$ cat config.mk
export PLATFORM = sky130hd
export DESIGN_NAME = uart_tx_frame_flat
export DESIGN_NICKNAME = d
export VERILOG_FILES = /design/src/rtl/uart_pkg.sv /design/src/rtl/uart_tx_frame_if.sv /design/src/rtl/uart_baud_tick.sv /design/src/rtl/uart_tx_frame.sv /design/src/flat_wrapper.sv
export SDC_FILE = /design/constraint.sdc
export NUM_CORES = 1
export LEC_CHECK = 0
export ABC_AREA = 1
export CORE_MARGIN = 2
export CORE_UTILIZATION = 52
export CTS_CLUSTER_DIAMETER = 200
export DETAILED_ROUTE_END_ITERATION = 7
export GPL_TIMING_DRIVEN = 0
export PLACE_DENSITY = 0.77
export REMOVE_ABC_BUFFERS = 1
export SLEW_MARGIN = 20
export SYNTH_ARGS = -nofsm -noshare
export SYNTH_HDL_FRONTEND = slang
export SYNTH_HIERARCHICAL = 1
export SYNTH_SLANG_ARGS = --single-unit
export TNS_END_PERCENT = 20
$ cat constraint.sdc
create_clock -name clk -period 1.5 [get_ports clk]
set_clock_uncertainty 0.1 [all_clocks]
set_input_delay 0.225 -clock clk [delete_from_list [all_inputs] [get_ports clk]]
set_output_delay 0.225 -clock clk [all_outputs]
set_load 0.1 [all_outputs]
$ cat src/rtl/uart_pkg.sv
// uart_pkg: definitions shared by the UART transmit and receive stages.
//
// Contents:
//   uart_state_e     frame state encoding (IDLE, START, DATA, PARITY, STOP)
//   UART_DATA_BITS   data bits per frame (8)
//   UART_START_LVL   line level of the start bit (0)
//   UART_STOP_LVL    line level of the stop bit (1)
//   UART_IDLE_LVL    line level between frames (1)
//   uart_parity()    parity bit for a byte, even or odd sense
//
// Configuration macro: UART_TX_PARITY_EN (parity bit in the frame),
// supplied by the build; without it frames are 10 bits.

package uart_pkg;

  localparam int UART_DATA_BITS = 8;

  localparam logic UART_START_LVL = 1'b0;
  localparam logic UART_STOP_LVL  = 1'b1;
  localparam logic UART_IDLE_LVL  = 1'b1;

  typedef enum logic [2:0] {
    ST_IDLE   = 3'd0,
    ST_START  = 3'd1,
    ST_DATA   = 3'd2,
    ST_PARITY = 3'd3,
    ST_STOP   = 3'd4
  } uart_state_e;

  // Even parity makes the total count of ones (data + parity) even.
  function automatic logic uart_parity(input logic [UART_DATA_BITS-1:0] b,
                                       input logic odd);
    return odd ? ~^b : ^b;
  endfunction

endpackage

$ cat src/rtl/uart_tx_frame_if.sv
// uart_tx_frame_if: byte handshake into the UART transmitter.
//
// Signals:
//   tx_data   byte to transmit, sampled on accept
//   tx_valid  producer has a byte on tx_data
//   tx_ready  transmitter holding register is empty
//
// Handshake: a byte transfers on every rising clock edge where
// tx_valid && tx_ready. tx_ready never depends combinationally on
// tx_valid. The producer may drop tx_valid at any time; a byte that has
// not yet been accepted is simply not sent.
//
// Modports: master = byte producer, slave = transmitter.

interface uart_tx_frame_if;

  logic [uart_pkg::UART_DATA_BITS-1:0] tx_data;
  logic                                tx_valid;
  logic                                tx_ready;

  modport master (
    output tx_data,
    output tx_valid,
    input  tx_ready
  );

  modport slave (
    input  tx_data,
    input  tx_valid,
    output tx_ready
  );

endinterface

$ cat src/rtl/uart_baud_tick.sv
// uart_baud_tick: bit-period timer shared by the UART transmit and
// receive stages.
//
// Parameters:
//   CLKS_PER_BIT  clock cycles per serial bit (>= 1)
//
// Ports:
//   clk      clock, rising edge
//   reset    asynchronous active-low reset
//   restart  hold the count at zero (used while the line is idle so the
//            first bit of a frame starts a full period)
//   tick     high in the last cycle of each bit period
//
// The count runs 0..CLKS_PER_BIT-1 and wraps to 0 after the terminal
// count, so back-to-back bits keep exact spacing without a restart.

module uart_baud_tick #(
  parameter int CLKS_PER_BIT = 1
) (
  input  logic clk,
  input  logic reset,
  input  logic restart,
  output logic tick
);

  localparam int CW = (CLKS_PER_BIT > 1) ? $clog2(CLKS_PER_BIT) : 1;
  localparam logic [CW-1:0] LAST = CW'(CLKS_PER_BIT - 1);

  logic [CW-1:0] count;

  assign tick = (count == LAST);

  always_ff @(posedge clk or negedge reset) begin
    if (!reset) begin
      count <= '0;
    end else if (restart || tick) begin
      count <= '0;
    end else begin
      count <= count + 1'b1;
    end
  end

endmodule

$ cat src/rtl/uart_tx_frame.sv
// uart_tx_frame: UART transmitter with a one-byte holding register.
//
// Frame: start bit, 8 data bits LSB first, optional parity bit, stop bit.
// Each bit lasts CLKS_PER_BIT clocks.
//
// Parameters:
//   CLKS_PER_BIT  clock cycles per serial bit (>= 1)
//   PARITY_ODD    0 = even parity, 1 = odd parity
//
// Ports:
//   clk      clock, rising edge
//   reset    asynchronous active-low reset
//   tx       byte handshake (uart_tx_frame_if.slave): tx_data, tx_valid,
//            tx_ready
//   tx_out   registered serial line, idles high
//   tx_busy  a frame is on the line
//   state    current FSM state (uart_state_e encoding), for observation
//
// Configuration macro: UART_TX_PARITY_EN. When defined, the PARITY state
// is present and frames are 11 bits; otherwise DATA goes straight to
// STOP and frames are 10 bits.

module uart_tx_frame
  import uart_pkg::*;
#(
  parameter int CLKS_PER_BIT = 1,
  parameter bit PARITY_ODD   = 1'b0
) (
  input  logic                 clk,
  input  logic                 reset,
  uart_tx_frame_if.slave       tx,
  output logic                 tx_out,
  output logic                 tx_busy,
  output logic [2:0]           state
);

  localparam logic [2:0] IDLE   = ST_IDLE;
  localparam logic [2:0] START  = ST_START;
  localparam logic [2:0] DATA   = ST_DATA;
`ifdef UART_TX_PARITY_EN
  localparam logic [2:0] PARITY = ST_PARITY;
`endif
  localparam logic [2:0] STOP   = ST_STOP;

  // Holding register: one byte buffered ahead of the shifter.
  logic [UART_DATA_BITS-1:0] hold_data;
  logic                      hold_full;

  // Shifter and bit position within the data field.
  logic [UART_DATA_BITS-1:0] shift_q;
  logic [2:0]                bit_idx;

  logic [2:0]                state_d;
  logic [UART_DATA_BITS-1:0] shift_d;
  logic [2:0]                idx_d;
  logic                      out_d;
  logic                      load;
  logic                      accept;
  logic                      bit_end;
  logic                      baud_restart;

`ifdef UART_TX_PARITY_EN
  // Copy of the byte taken at load; the shifter is consumed by the time
  // the parity bit goes out.
  logic [UART_DATA_BITS-1:0] byte_q;
  logic [UART_DATA_BITS-1:0] byte_d;
`endif

  assign tx.tx_ready = !hold_full;
  assign accept      = tx.tx_valid && !hold_full;
  assign tx_busy     = (state != IDLE);

  // Counter parks at zero while idle so every frame starts on a fresh
  // bit period; between back-to-back frames it wraps on its own.
  assign baud_restart = (state == IDLE);

  uart_baud_tick #(
    .CLKS_PER_BIT (CLKS_PER_BIT)
  ) u_baud (
    .clk     (clk),
    .reset   (reset),
    .restart (baud_restart),
    .tick    (bit_end)
  );

  // Next-state logic. Outputs are derived from the next state so tx_out
  // can be a plain register with no decode glitches on the line.
  always_comb begin
    state_d = state;
    shift_d = shift_q;
    idx_d   = bit_idx;
    load    = 1'b0;

    case (state)
      IDLE: begin
        if (hold_full) begin
          load    = 1'b1;
          state_d = START;
        end
      end

      START: begin
        if (bit_end) begin
          state_d = DATA;
          idx_d   = 3'd0;
        end
      end

      DATA: begin
        if (bit_end) begin
          shift_d = {1'b0, shift_q[UART_DATA_BITS-1:1]};
          if (bit_idx == 3'd7) begin
            // Index returns to 0 by leaving DATA, never by overflow.
            idx_d = 3'd0;
`ifdef UART_TX_PARITY_EN
            state_d = PARITY;
`else
            state_d = STOP;
`endif
          end else begin
            idx_d = bit_idx + 3'd1;
          end
        end
      end

`ifdef UART_TX_PARITY_EN
      PARITY: begin
        if (bit_end) begin
          state_d = STOP;
        end
      end
`endif

      STOP: begin
        if (bit_end) begin
          if (hold_full) begin
            // Chain straight into the next start bit: no idle gap.
            load    = 1'b1;
            state_d = START;
          end else begin
            state_d = IDLE;
          end
        end
      end

      default: begin
        state_d = IDLE;
      end
    endcase

    if (load) begin
      shift_d = hold_data;
      idx_d   = 3'd0;
    end
  end

`ifdef UART_TX_PARITY_EN
  always_comb begin
    byte_d = byte_q;
    if (load) begin
      byte_d = hold_data;
    end
  end
`endif

  always_comb begin
    out_d = UART_IDLE_LVL;
    case (state_d)
      START:  out_d = UART_START_LVL;
      DATA:   out_d = shift_d[0];
`ifdef UART_TX_PARITY_EN
      PARITY: out_d = uart_parity(byte_d, PARITY_ODD);
`endif
      STOP:   out_d = UART_STOP_LVL;
      default: out_d = UART_IDLE_LVL;
    endcase
  end

  always_ff @(posedge clk or negedge reset) begin
    if (!reset) begin
      state     <= IDLE;
      shift_q   <= '0;
      bit_idx   <= 3'd0;
      tx_out    <= UART_IDLE_LVL;
      hold_data <= '0;
      hold_full <= 1'b0;
    end else begin
      state   <= state_d;
      shift_q <= shift_d;
      bit_idx <= idx_d;
      tx_out  <= out_d;

      // Accept wins over load so a byte taken on the same edge as a load
      // stays held. With tx_ready = !hold_full the two cannot coincide,
      // but the priority keeps the register safe if that ever changes.
      if (accept) begin
        hold_data <= tx.tx_data;
        hold_full <= 1'b1;
      end else if (load) begin
        hold_full <= 1'b0;
      end
    end
  end

`ifdef UART_TX_PARITY_EN
  always_ff @(posedge clk or negedge reset) begin
    if (!reset) begin
      byte_q <= '0;
    end else begin
      byte_q <= byte_d;
    end
  end
`else
  // Parity sense has no effect in the 10-bit frame build.
  logic unused_parity_odd;
  assign unused_parity_odd = PARITY_ODD;
`endif

endmodule

$ cat src/flat_wrapper.sv
// flat-port wrapper written by rule: the top's interface ports become plain ports
module uart_tx_frame_flat import uart_pkg::*;
#(
  parameter int CLKS_PER_BIT = 1,
  parameter bit PARITY_ODD   = 1'b0
)
  (clk, reset, tx_out, tx_busy, state, tx_tx_data, tx_tx_valid, tx_tx_ready);
  uart_tx_frame_if tx_i ();
  input  logic clk;
  input  logic reset;
  output logic tx_out;
  output logic tx_busy;
  output logic [2:0] state;
  input wire logic [$bits(tx_i.tx_data)-1:0] tx_tx_data;
  input wire logic [$bits(tx_i.tx_valid)-1:0] tx_tx_valid;
  output wire logic [$bits(tx_i.tx_ready)-1:0] tx_tx_ready;
  assign tx_i.tx_data = tx_tx_data;
  assign tx_i.tx_valid = tx_tx_valid;
  assign tx_tx_ready = tx_i.tx_ready;
  uart_tx_frame #(.CLKS_PER_BIT(CLKS_PER_BIT), .PARITY_ODD(PARITY_ODD)) u_core (.clk(clk), .reset(reset), .tx(tx_i), .tx_out(tx_out), .tx_busy(tx_busy), .state(state));
endmodule
==> impl_metrics.xml, run 1 <==
<?xml version="1.0" encoding="UTF-8"?>
<metrics>
  <group name="floorplan">
    <metric name="die_w" unit="um">50.4</metric>
    <metric name="fp.dieH" unit="um">50.4</metric>
    <metric name="die_area" unit="um^2">2540</metric>
    <metric name="core" unit="um^2">2000</metric>
    <metric name="initial_cell_density_of_the_core" unit="">0.559</metric>
    <metric name="site_row_count" unit="">16</metric>
    <metric name="num_io_pins" unit="">17</metric>
  </group>
  <group name="cts">
    <metric name="cts.sinks" unit="">25</metric>
    <metric name="worstSkewPairLatency" unit="ns">0.31</metric>
    <metric name="clock_tree.root_cell" unit="">sky130_fd_sc_hd__clkbuf_4</metric>
    <metric name="clock_tree.htree_level_count" unit="">1</metric>
    <metric name="cts_tree" unit="">yes</metric>
    <metric name="cts_max_path_buffers" unit="">2</metric>
    <metric name="clkTransAtPathRegs" unit="ns">0.13</metric>
    <metric name="cts-buffers-inserted" unit="">3</metric>
  </group>
  <group name="worst_setup_path">
    <metric name="r2r_cells" unit="">7</metric>
    <metric name="timing.critical_path.to" unit="">tx_busy</metric>
    <metric name="crit_path_max_fanout" unit="">3</metric>
    <metric name="crit_path_cell_trace" unit="">nor2_4, nand2_1, buf_8</metric>
    <metric name="critical_path.endpoint_type" unit="">output port</metric>
    <metric name="rr_endpoint" unit="">u_core/bit_idx[0]$_DFFE_PN0P_</metric>
    <metric name="crit_start" unit="">u_core/state[0]$_DFF_PN0_</metric>
    <metric name="worst_setup_path_start_kind" unit="">register</metric>
    <metric name="worst-setup-path-type" unit="">register to output port</metric>
    <metric name="critPathRequiredTime" unit="ns">1.17</metric>
    <metric name="worst-r2r-setup-slack" unit="ns">0.10</metric>
    <metric name="rr_startpoint" unit="">u_core/state[2]$_DFF_PN0_</metric>
    <metric name="cpPeakStageDelay" unit="ns">0.45</metric>
    <metric name="cp.arrival" unit="ns">1.15</metric>
    <metric name="crit_slowest_cell" unit="">sky130_fd_sc_hd__dfrtp_2</metric>
  </group>
  <group name="sta">
    <metric name="min_period" unit="ns">1.47</metric>
    <metric name="maxSlewViolCount" unit="">0</metric>
    <metric name="number_of_endpoints_failing_setup_at_the_final_stage" unit="">0</metric>
    <metric name="fin_crit_sh" unit="">0.983</metric>
    <metric name="whs" unit="ns">0.322</metric>
    <metric name="finalHoldViolCount" unit="">0</metric>
    <metric name="worst-slew-pin-transition" unit="ns">0.534</metric>
    <metric name="slew-limit-headroom" unit="">0.644</metric>
    <metric name="fmax" unit="GHz">0.678</metric>
    <metric name="rsz0062_at_grt" unit="">yes</metric>
  </group>
  <group name="yosys">
    <metric name="syn-instance-count" unit="">109</metric>
    <metric name="synth.cell_area" unit="um^2">1120</metric>
    <metric name="yosysWarnings" unit="">6</metric>
    <metric name="synth.avg_cell_area" unit="um^2">10.3</metric>
  </group>
  <group name="drt">
    <metric name="drt-vias-per-instance" unit="">5.25</metric>
    <metric name="route.final.wire_length" unit="um">2080</metric>
    <metric name="detailedRoute.firstIterationViolations" unit="">14</metric>
    <metric name="ant_nets" unit="">0</metric>
    <metric name="drc_errors" unit="">0</metric>
    <metric name="drt_pre_antenna_iters" unit="">4</metric>
    <metric name="routedWlPerCell" unit="um">12.9</metric>
    <metric name="detailroute.via_count" unit="">851</metric>
  </group>
  <group name="cells_and_area">
    <metric name="post_route_cells_drive_above_1_share" unit="">0.296</metric>
    <metric name="postLayoutCoreUtil" unit="">0.693</metric>
    <metric name="fill_cells" unit="">165</metric>
    <metric name="leading_cell_type_in_the_layout_fill_and_taps_excluded" unit="">sky130_fd_sc_hd__nand2_1</metric>
    <metric name="layout-area-overhead-vs-synth" unit="%">23.9</metric>
    <metric name="multi_input_area" unit="um^2">444</metric>
    <metric name="fin_nets" unit="">149</metric>
    <metric name="final_cell_mix" unit="">23 x sky130_fd_sc_hd__nand2_1, 21 x sky130_fd_sc_hd__dfrtp_1, 14 x sky130_fd_sc_hd__nor2_1</metric>
    <metric name="layout_cell_area_excl_fill" unit="um^2">1390</metric>
    <metric name="seqCellArea" unit="um^2">631</metric>
    <metric name="instances_no_fill" unit="">162</metric>
    <metric name="diodes" unit="">0</metric>
  </group>
  <group name="global_routing">
    <metric name="grt_first_pass_wirelength" unit="um">3420</metric>
    <metric name="grt_pass1_vias" unit="">845</metric>
    <metric name="grt_remaining_overflow" unit="">0</metric>
    <metric name="total_global_routing_track_utilization" unit="">0.180</metric>
    <metric name="grt_start_max_net_pins" unit="">26</metric>
    <metric name="grt_antenna_before_repair" unit="">0</metric>
  </group>
  <group name="power">
    <metric name="clock_power_share" unit="">0.091</metric>
    <metric name="p_sw_frac" unit="">0.464</metric>
    <metric name="power" unit="W">0.00318</metric>
    <metric name="leakagePower" unit="nW">0.674</metric>
    <metric name="p_switching" unit="W">0.00147</metric>
    <metric name="ir_drop" unit="uV">1540</metric>
    <metric name="power-per-cell-area" unit="nW/um^2">2290</metric>
    <metric name="combPwrFrac" unit="">0.541</metric>
    <metric name="share_seq_of_total_power" unit="">0.368</metric>
    <metric name="power.internal" unit="W">0.00170</metric>
  </group>
  <group name="job">
    <metric name="max_cap_violations" unit="">0</metric>
  </group>
  <group name="outcome">
    <metric name="run_status" unit="">complete, no violations</metric>
  </group>
  <group name="placement">
    <metric name="dp_hpwl" unit="um">1380</metric>
    <metric name="gpl.final_weighted_congestion" unit="">0.802</metric>
    <metric name="placement.cell_area" unit="um^2">1290</metric>
    <metric name="dp_cells" unit="">150</metric>
    <metric name="place.port_buffers" unit="">16</metric>
  </group>
  <group name="worst_hold_path">
    <metric name="hold_class" unit="">input pin to async pin</metric>
  </group>
</metrics>
## area by class of cell
type,instances,share of cell area
tap,27,0.0244
sequential,25,0.455
timing repair buffer,24,0.160
inverter,8,0.0217
clock buffer,4,0.0190
multi-input combinational,74,0.320
## power groups by stage
| stage | Sequential [W] | Clock [W] | Combinational (W) |
|---|---|---|---|
| after floorplan | 0.00142 | 0 | 0.000957 |
| after global placement | 0.00116 | 0 | 0.00151 |
| after detailed placement | 0.00118 | 0 | 0.00156 |
| after CTS | 0.00117 | 0.000305 | 0.00157 |
| after global routing | 0.00121 | 0.000325 | 0.00186 |
| final | 0.00117 | 0.000290 | 0.00172 |
## critical path, delay by kind of cell, from the launching register on
kind	cells	cell delay, ns
buf+inv	1	0.18
simple gates	2	0.20
flops	1	0.45
## state kept, by name, indices dropped and copies added, names as in the netlist
signal	cells
u_core/hold_full	1
u_core/state	3
u_core/tx_out	1
u_core/hold_data	8
u_core/shift_q	8
u_core/bit_idx	3
u_core/u_baud/count	1
## repair_timing
item,CTS,global route
setup buffers,0,7
endpoints found under the hold margin,0,24
setup endpoints to repair,6,12
hold buffers,0,1
resized for setup,40,6
pin swaps,0,2
## per-stage QoR
stage	TNS [ns]	setup WS, ns
after global placement	-6.57	-0.528
after floorplan	-8.13	-0.675
after global routing	-0.0677	-0.0437
after CTS	-0.0718	-0.0718
after detailed placement	-6.66	-0.553
final	0	0.0255
## worst min path at each step
stage	from	to	slack, ns	depth (start not counted)
2_1_floorplan	reset	u_core/bit_idx[0]$_DFFE_PN0P_	-0.17	0
3_3_place_gp	u_core/bit_idx[2]$_DFFE_PN0P_	u_core/bit_idx[2]$_DFFE_PN0P_	0.36	2
3_5_place_dp	u_core/bit_idx[1]$_DFFE_PN0P_	u_core/bit_idx[1]$_DFFE_PN0P_	0.38	2
4_1_cts	tx_tx_data[7]	u_core/hold_data[7]$_DFFE_PN0P_	0.36	3
5_1_grt	reset	u_core/state[2]$_DFF_PN0_	0.38	2
6_report	reset	u_core/state[2]$_DFF_PN0_	0.32	2
## layer usage
metal / track usage / routed length [um] / share of wire
met3: 0.0417 / 80 / 0.038
met5: 0 / 0 / 0
met1: 0.213 / 870 / 0.42
met2: 0.307 / 1100 / 0.53
met4: 0.0856 / 34 / 0.016
(Power assumes the default switching activity.)
==> run 2: changes to the inputs <==
Settings changed: GPL_TIMING_DRIVEN 0 to unset.
==> run 2 against run 1 <==
Effect of this change: setup slack worse by 0.011 ns; fmax down 0.75%; cell count increased by 4.3%; critical path type unchanged; largest power group unchanged; highest routed layer unchanged.
==> impl_metrics.xml, run 2 (synthesis gave the netlist of run 1 again) <==
<?xml version="1.0" encoding="UTF-8"?>
<metrics>
  <group name="cells_and_area">
    <metric name="layout-area-overhead-vs-synth" unit="%">35.8</metric>
    <metric name="final_cell_mix" unit="">22 x sky130_fd_sc_hd__nand2_1, 21 x sky130_fd_sc_hd__dfrtp_1, 14 x sky130_fd_sc_hd__nor2_1</metric>
    <metric name="postLayoutCoreUtil" unit="">0.759</metric>
    <metric name="seqCellArea" unit="um^2">631</metric>
    <metric name="instances_no_fill" unit="">169</metric>
    <metric name="fin_nets" unit="">156</metric>
    <metric name="diodes" unit="">0</metric>
    <metric name="top_regs" unit="">u_core/hold_data (8), u_core/shift_q (8)</metric>
    <metric name="leading_cell_type_in_the_layout_fill_and_taps_excluded" unit="">sky130_fd_sc_hd__nand2_1</metric>
    <metric name="multi_input_area" unit="um^2">462</metric>
    <metric name="post_route_cells_drive_above_1_share" unit="">0.345</metric>
    <metric name="fill_cells" unit="">159</metric>
  </group>
  <group name="sta">
    <metric name="min_period" unit="ns">1.49</metric>
    <metric name="fmax" unit="GHz">0.673</metric>
    <metric name="finalHoldViolCount" unit="">0</metric>
    <metric name="timing.setup.tns" unit="ns">0</metric>
    <metric name="maxSlewViolCount" unit="">0</metric>
    <metric name="number_of_endpoints_failing_setup_at_the_final_stage" unit="">0</metric>
    <metric name="fin_crit_sh" unit="">0.990</metric>
    <metric name="rsz0062_at_grt" unit="">yes</metric>
  </group>
  <group name="floorplan">
    <metric name="die_area" unit="um^2">2540</metric>
    <metric name="fp.dieH" unit="um">50.4</metric>
    <metric name="num_io_pins" unit="">17</metric>
    <metric name="initial_cell_density_of_the_core" unit="">0.559</metric>
    <metric name="die_w" unit="um">50.4</metric>
    <metric name="core" unit="um^2">2000</metric>
    <metric name="site_row_count" unit="">16</metric>
  </group>
  <group name="drt">
    <metric name="wl_met3" unit="um">58</metric>
    <metric name="drt-vias-per-instance" unit="">5.13</metric>
    <metric name="wirelength_met1" unit="um">922</metric>
    <metric name="route.final.wire_length" unit="um">2130</metric>
    <metric name="ant_nets" unit="">0</metric>
    <metric name="detailedRoute.firstIterationViolations" unit="">5</metric>
    <metric name="drc_errors" unit="">0</metric>
    <metric name="routedWlPerCell" unit="um">12.6</metric>
    <metric name="top_layer_used" unit="">met4</metric>
    <metric name="met2_length" unit="um">1130</metric>
    <metric name="detailroute.via_count" unit="">867</metric>
    <metric name="drt_pre_antenna_iters" unit="">4</metric>
  </group>
  <group name="power">
    <metric name="power-per-cell-area" unit="nW/um^2">2290</metric>
    <metric name="ir_drop" unit="uV">1830</metric>
    <metric name="power" unit="W">0.00347</metric>
    <metric name="leakagePower" unit="nW">0.730</metric>
  </group>
  <group name="placement">
    <metric name="dp_cells" unit="">153</metric>
    <metric name="dp_hpwl" unit="um">1440</metric>
    <metric name="gpl.final_weighted_congestion" unit="">0.828</metric>
    <metric name="place.port_buffers" unit="">16</metric>
  </group>
  <group name="global_routing">
    <metric name="grt_first_pass_wirelength" unit="um">3580</metric>
    <metric name="total_global_routing_track_utilization" unit="">0.185</metric>
    <metric name="grt_pass1_vias" unit="">794</metric>
    <metric name="grt_start_max_net_pins" unit="">26</metric>
    <metric name="grt_antenna_before_repair" unit="">0</metric>
    <metric name="grt_remaining_overflow" unit="">0</metric>
  </group>
  <group name="worst_setup_path">
    <metric name="crit_path_max_fanout" unit="">4</metric>
    <metric name="critPathRequiredTime" unit="ns">1.17</metric>
    <metric name="worst-setup-path-type" unit="">register to output port</metric>
    <metric name="critical_path.endpoint_type" unit="">output port</metric>
    <metric name="worst_setup_path_start_kind" unit="">register</metric>
    <metric name="cp.arrival" unit="ns">1.16</metric>
  </group>
  <group name="cts">
    <metric name="cts_tree" unit="">yes</metric>
    <metric name="worstSkewPairLatency" unit="ns">0.30</metric>
    <metric name="cts.sinks" unit="">25</metric>
    <metric name="cts_max_path_buffers" unit="">2</metric>
    <metric name="cts-buffers-inserted" unit="">3</metric>
    <metric name="clkTransAtPathRegs" unit="ns">0.13</metric>
    <metric name="cts.hold.buffers_added" unit="">0</metric>
    <metric name="clock_tree.htree_level_count" unit="">1</metric>
    <metric name="clock_tree.root_cell" unit="">sky130_fd_sc_hd__clkbuf_4</metric>
  </group>
  <group name="worst_hold_path">
    <metric name="hold_class" unit="">input pin to async pin</metric>
  </group>
  <group name="outcome">
    <metric name="run_status" unit="">complete, no violations</metric>
  </group>
  <group name="job">
    <metric name="max_cap_violations" unit="">0</metric>
  </group>
</metrics>
run 2: area by class of cell:
cell class              instances  share of cell area
well taps                      27              0.0222
flip-flops and latches         25               0.415
multi-input cells              75               0.304
clock buffers                   3              0.0148
inverters                       8              0.0214
repair buffers                 30               0.219
clock inverters                 1             0.00329
run 2: timing repair:
action                     4_1_cts  5_1_grt
resized for setup                5        5
setup buffers                    5        6
pin swaps                        1        4
setup endpoints to repair        1       11
cloned                           0        1
run 2: worst paths after layout:
kind                                                    start                             to  slack [ns]  cells past startpoint
max in group asynchronous                               reset        u_core/tx_out$_DFF_PN1_        0.85                      2
worst min-delay path                                    reset  u_core/bit_idx[1]$_DFFE_PN0P_        0.16                      2
worst min register to register  u_core/bit_idx[2]$_DFFE_PN0P_  u_core/bit_idx[2]$_DFFE_PN0P_        0.42                      2
worst max-delay path                u_core/state[2]$_DFF_PN0_                        tx_busy        0.01                      3
worst max register to register      u_core/state[0]$_DFF_PN0_  u_core/bit_idx[1]$_DFFE_PN0P_        0.04                      9
min in group clk                u_core/bit_idx[2]$_DFFE_PN0P_  u_core/bit_idx[2]$_DFFE_PN0P_        0.42                      2
run 2: worst max-delay path, stage by stage, from the launching register on:
cell and delay, ns:
sky130_fd_sc_hd__dfrtp_2 0.47, sky130_fd_sc_hd__inv_1 0.14, sky130_fd_sc_hd__nand2_2 0.09, sky130_fd_sc_hd__buf_12 0.17
run 2: report_power, final:
| group | total (W) | leakage, nW | switching (W) | internal [W] |
|---|---|---|---|---|
| Combinational | 0.00201 | 0.419 | 0.00117 | 0.000836 |
| Clock | 0.000287 | 0.0177 | 0.000188 | 0.0000992 |
| Sequential | 0.00118 | 0.293 | 0.000188 | 0.000988 |
run 2: routing by layer:
layer,track usage,vias to the layer above
li1,-,426
met1,0.238,426
met2,0.325,13
met3,0.0268,2
met4,0.0541,0
met5,0,-
run 2: per-stage QoR:
stage	setup slack [ns]	hold WS, ns	cell area [um^2]
floorplan	-0.675	-0.171	1100
global placement	0.0695	0.360	1370
detailed placement	0.0373	0.387	1370
CTS	0.00481	0.169	1460
global route	-0.0552	0.174	1520
finish	0.0143	0.162	1520
==> RTL edit: new RTL, config.mk and constraints of run 2 <==
Change the package constant `UART_DATA_BITS` from 8 to 6. Comments in the files are not updated.
--- a/src/rtl/uart_pkg.sv
+++ b/src/rtl/uart_pkg.sv
@@ -14,5 +14,5 @@
 package uart_pkg;
 
-  localparam int UART_DATA_BITS = 8;
+  localparam int UART_DATA_BITS = 6;
 
   localparam logic UART_START_LVL = 1'b0;
Interface: changed (resized tx_tx_data); port bits go from 17 to 15. No check against the original RTL was run, so the function may have changed too.
==> RTL edit against run 2 <==
The flow now finishes with violations (setup timing). Routed wire length fell by 16%. Count of clock-buffer cells in the layout did not move. Worst setup slack got worse by 0.063 ns. Global-route usage rose by 0.66 points. Sequential share of layout area fell by 1.9 points. Worst hold slack got worse by 0.014 ns. Combinational power fell by 4%. Sequential cell count fell by 4. Non-clock buffer count fell by 7. Area after synthesis fell by 11%. Power fell by 9.1%. Design area fell by 12%. Cell count fell by 4.7%. Largest power group unchanged.
==> RTL edit: results (changes against run 2) <==
GLOBAL ROUTE
---------------------------------------------------------------------------------
Global-route track usage on met1                                            0.228   -0.0100
Maximum number of pins on one net before global-route repair                   22   -15%
First-pass GRT wire length                                                2.94 mm   -18%
Via count of the first global-routing pass                                    719   -9.4%
GR Util met2                                                                0.328   +0.00344
M3 GR Usage                                                                0.0377   +0.0110
All-layer global routing usage                                              0.192   +0.00657

FINISH
---------------------------------------------------------------------------------
Biggest registers after layout                                       u_core/hold_data x6, u_core/shift_q x6
Final Non-Filler Cells                                                        161   -4.7%
Proportion of layout cells with a drive suffix above 1                      0.353   +0.00787
Net total in the final layout                                                 148   -5.1%

TIMING
---------------------------------------------------------------------------------
Setup TNS                                                              -0.0484 ns   -0.0484 ns
Worst hold slack after final layout                                      0.148 ns   -0.0138 ns
Final setup violation count                                                     1   +1
Final critical-path setup slack                                        -0.0484 ns   -0.0627 ns

CLOCK TREE
---------------------------------------------------------------------------------
Register clock-pin slew on the reported worst setup and hold paths        0.11 ns   -0.02 ns
Cells resized by post-CTS repair                                                6   +1
Post-CTS Setup Repair Bufs                                                      4   -1
H-tree Lvls                                                                     1   unchanged

ROUTING
---------------------------------------------------------------------------------
First-pass iteration count of the detailed router                               4   unchanged
Total length of routed met3 wires                                           81 um   +40%
Mean routed wirelength per cell                                           11.2 um   -11%
Average vias per placed instance                                             4.82   -6.0%
Wire length on met1                                                        781 um   -15%
Met2 WL post-DR                                                            896 um   -21%
Number of DRC violations after detailed-routing iteration 0                    13   +8

SYNTHESIS
---------------------------------------------------------------------------------
Mean post-synth cell area                                               9.18 um^2   -11%
Synthesis warning total                                                         6   unchanged

PWR
---------------------------------------------------------------------------------
Clk pwr share                                                               0.085   +0.002
Power attributed to the clock group                                    0.000268 W   -7%
Leak Pwr                                                                 0.687 nW   -5.8%
Worst VDD drop                                                          0.00164 V   -10%
Reported sequential group power                                        0.000965 W   -18%

WORST SETUP PATH
---------------------------------------------------------------------------------
Setup slack of the most critical reg-to-reg path                          0.01 ns   -0.03 ns
Data arrival, critical path                                               1.22 ns   +0.06 ns
Peak per-stage delay on the critical path                                 0.44 ns   -0.03 ns
R2R cell count                                                                  7   -2
Crit path max fanout                                                            2   -2
Crit. Startpoint                                                     u_core/state[1]$_DFF_PN0_
Capture instance of the worst register-to-register path              u_core/bit_idx[2]$_DFFE_PN0P_

STATUS
---------------------------------------------------------------------------------
Status                                                               finished, violations left
Violated checks                                                      setup timing

PLACEMENT
---------------------------------------------------------------------------------
Placement Cell Area                                                     1260 um^2   -8.0%
Final HPWL from detailed placement                                        1.29 mm   -10%
Number of port buffers                                                         14   -2
Pre-CTS setup slack                                                     0.0616 ns   +0.0243 ns
Final Wtd Congestion                                                        0.843   +1.8%

WORST HOLD PATH
---------------------------------------------------------------------------------
Class of the most critical hold timing path                           in -> async

==> RTL edit: cell types whose count changed in the layout (fill, tap and decap cells not counted), sizes merged, moves of 3 or more <==
cell | before | now
nand2 | 29 | 38
o22ai | 6 | 3
nor2 | 17 | 13
dfrtp | 24 | 20
buf | 20 | 15
inv | 8 | 16
==> RTL edit: layout make-up <==
type / count / area (um^2)
Fill cell: 126 / 427
Tap cell: 25 / 31.3
Multi-Input combinational cell: 72 / 422
Inverter: 16 / 60.1
Clock inverter: 1 / 5.00
Clock buffer: 3 / 22.5
Timing Repair Buffer: 23 / 268
Sequential cell: 21 / 529
==> RTL edit: worst max path at each step <==
stage                    to  slack, ns  cells past startpoint
floorplan           tx_busy      -0.77                      4
global placement    tx_busy       0.11                      5
detailed placement  tx_busy       0.06                      5
CTS                 tx_busy      -0.08                      5
global route        tx_busy      -0.09                      5
finish              tx_busy      -0.05                      5
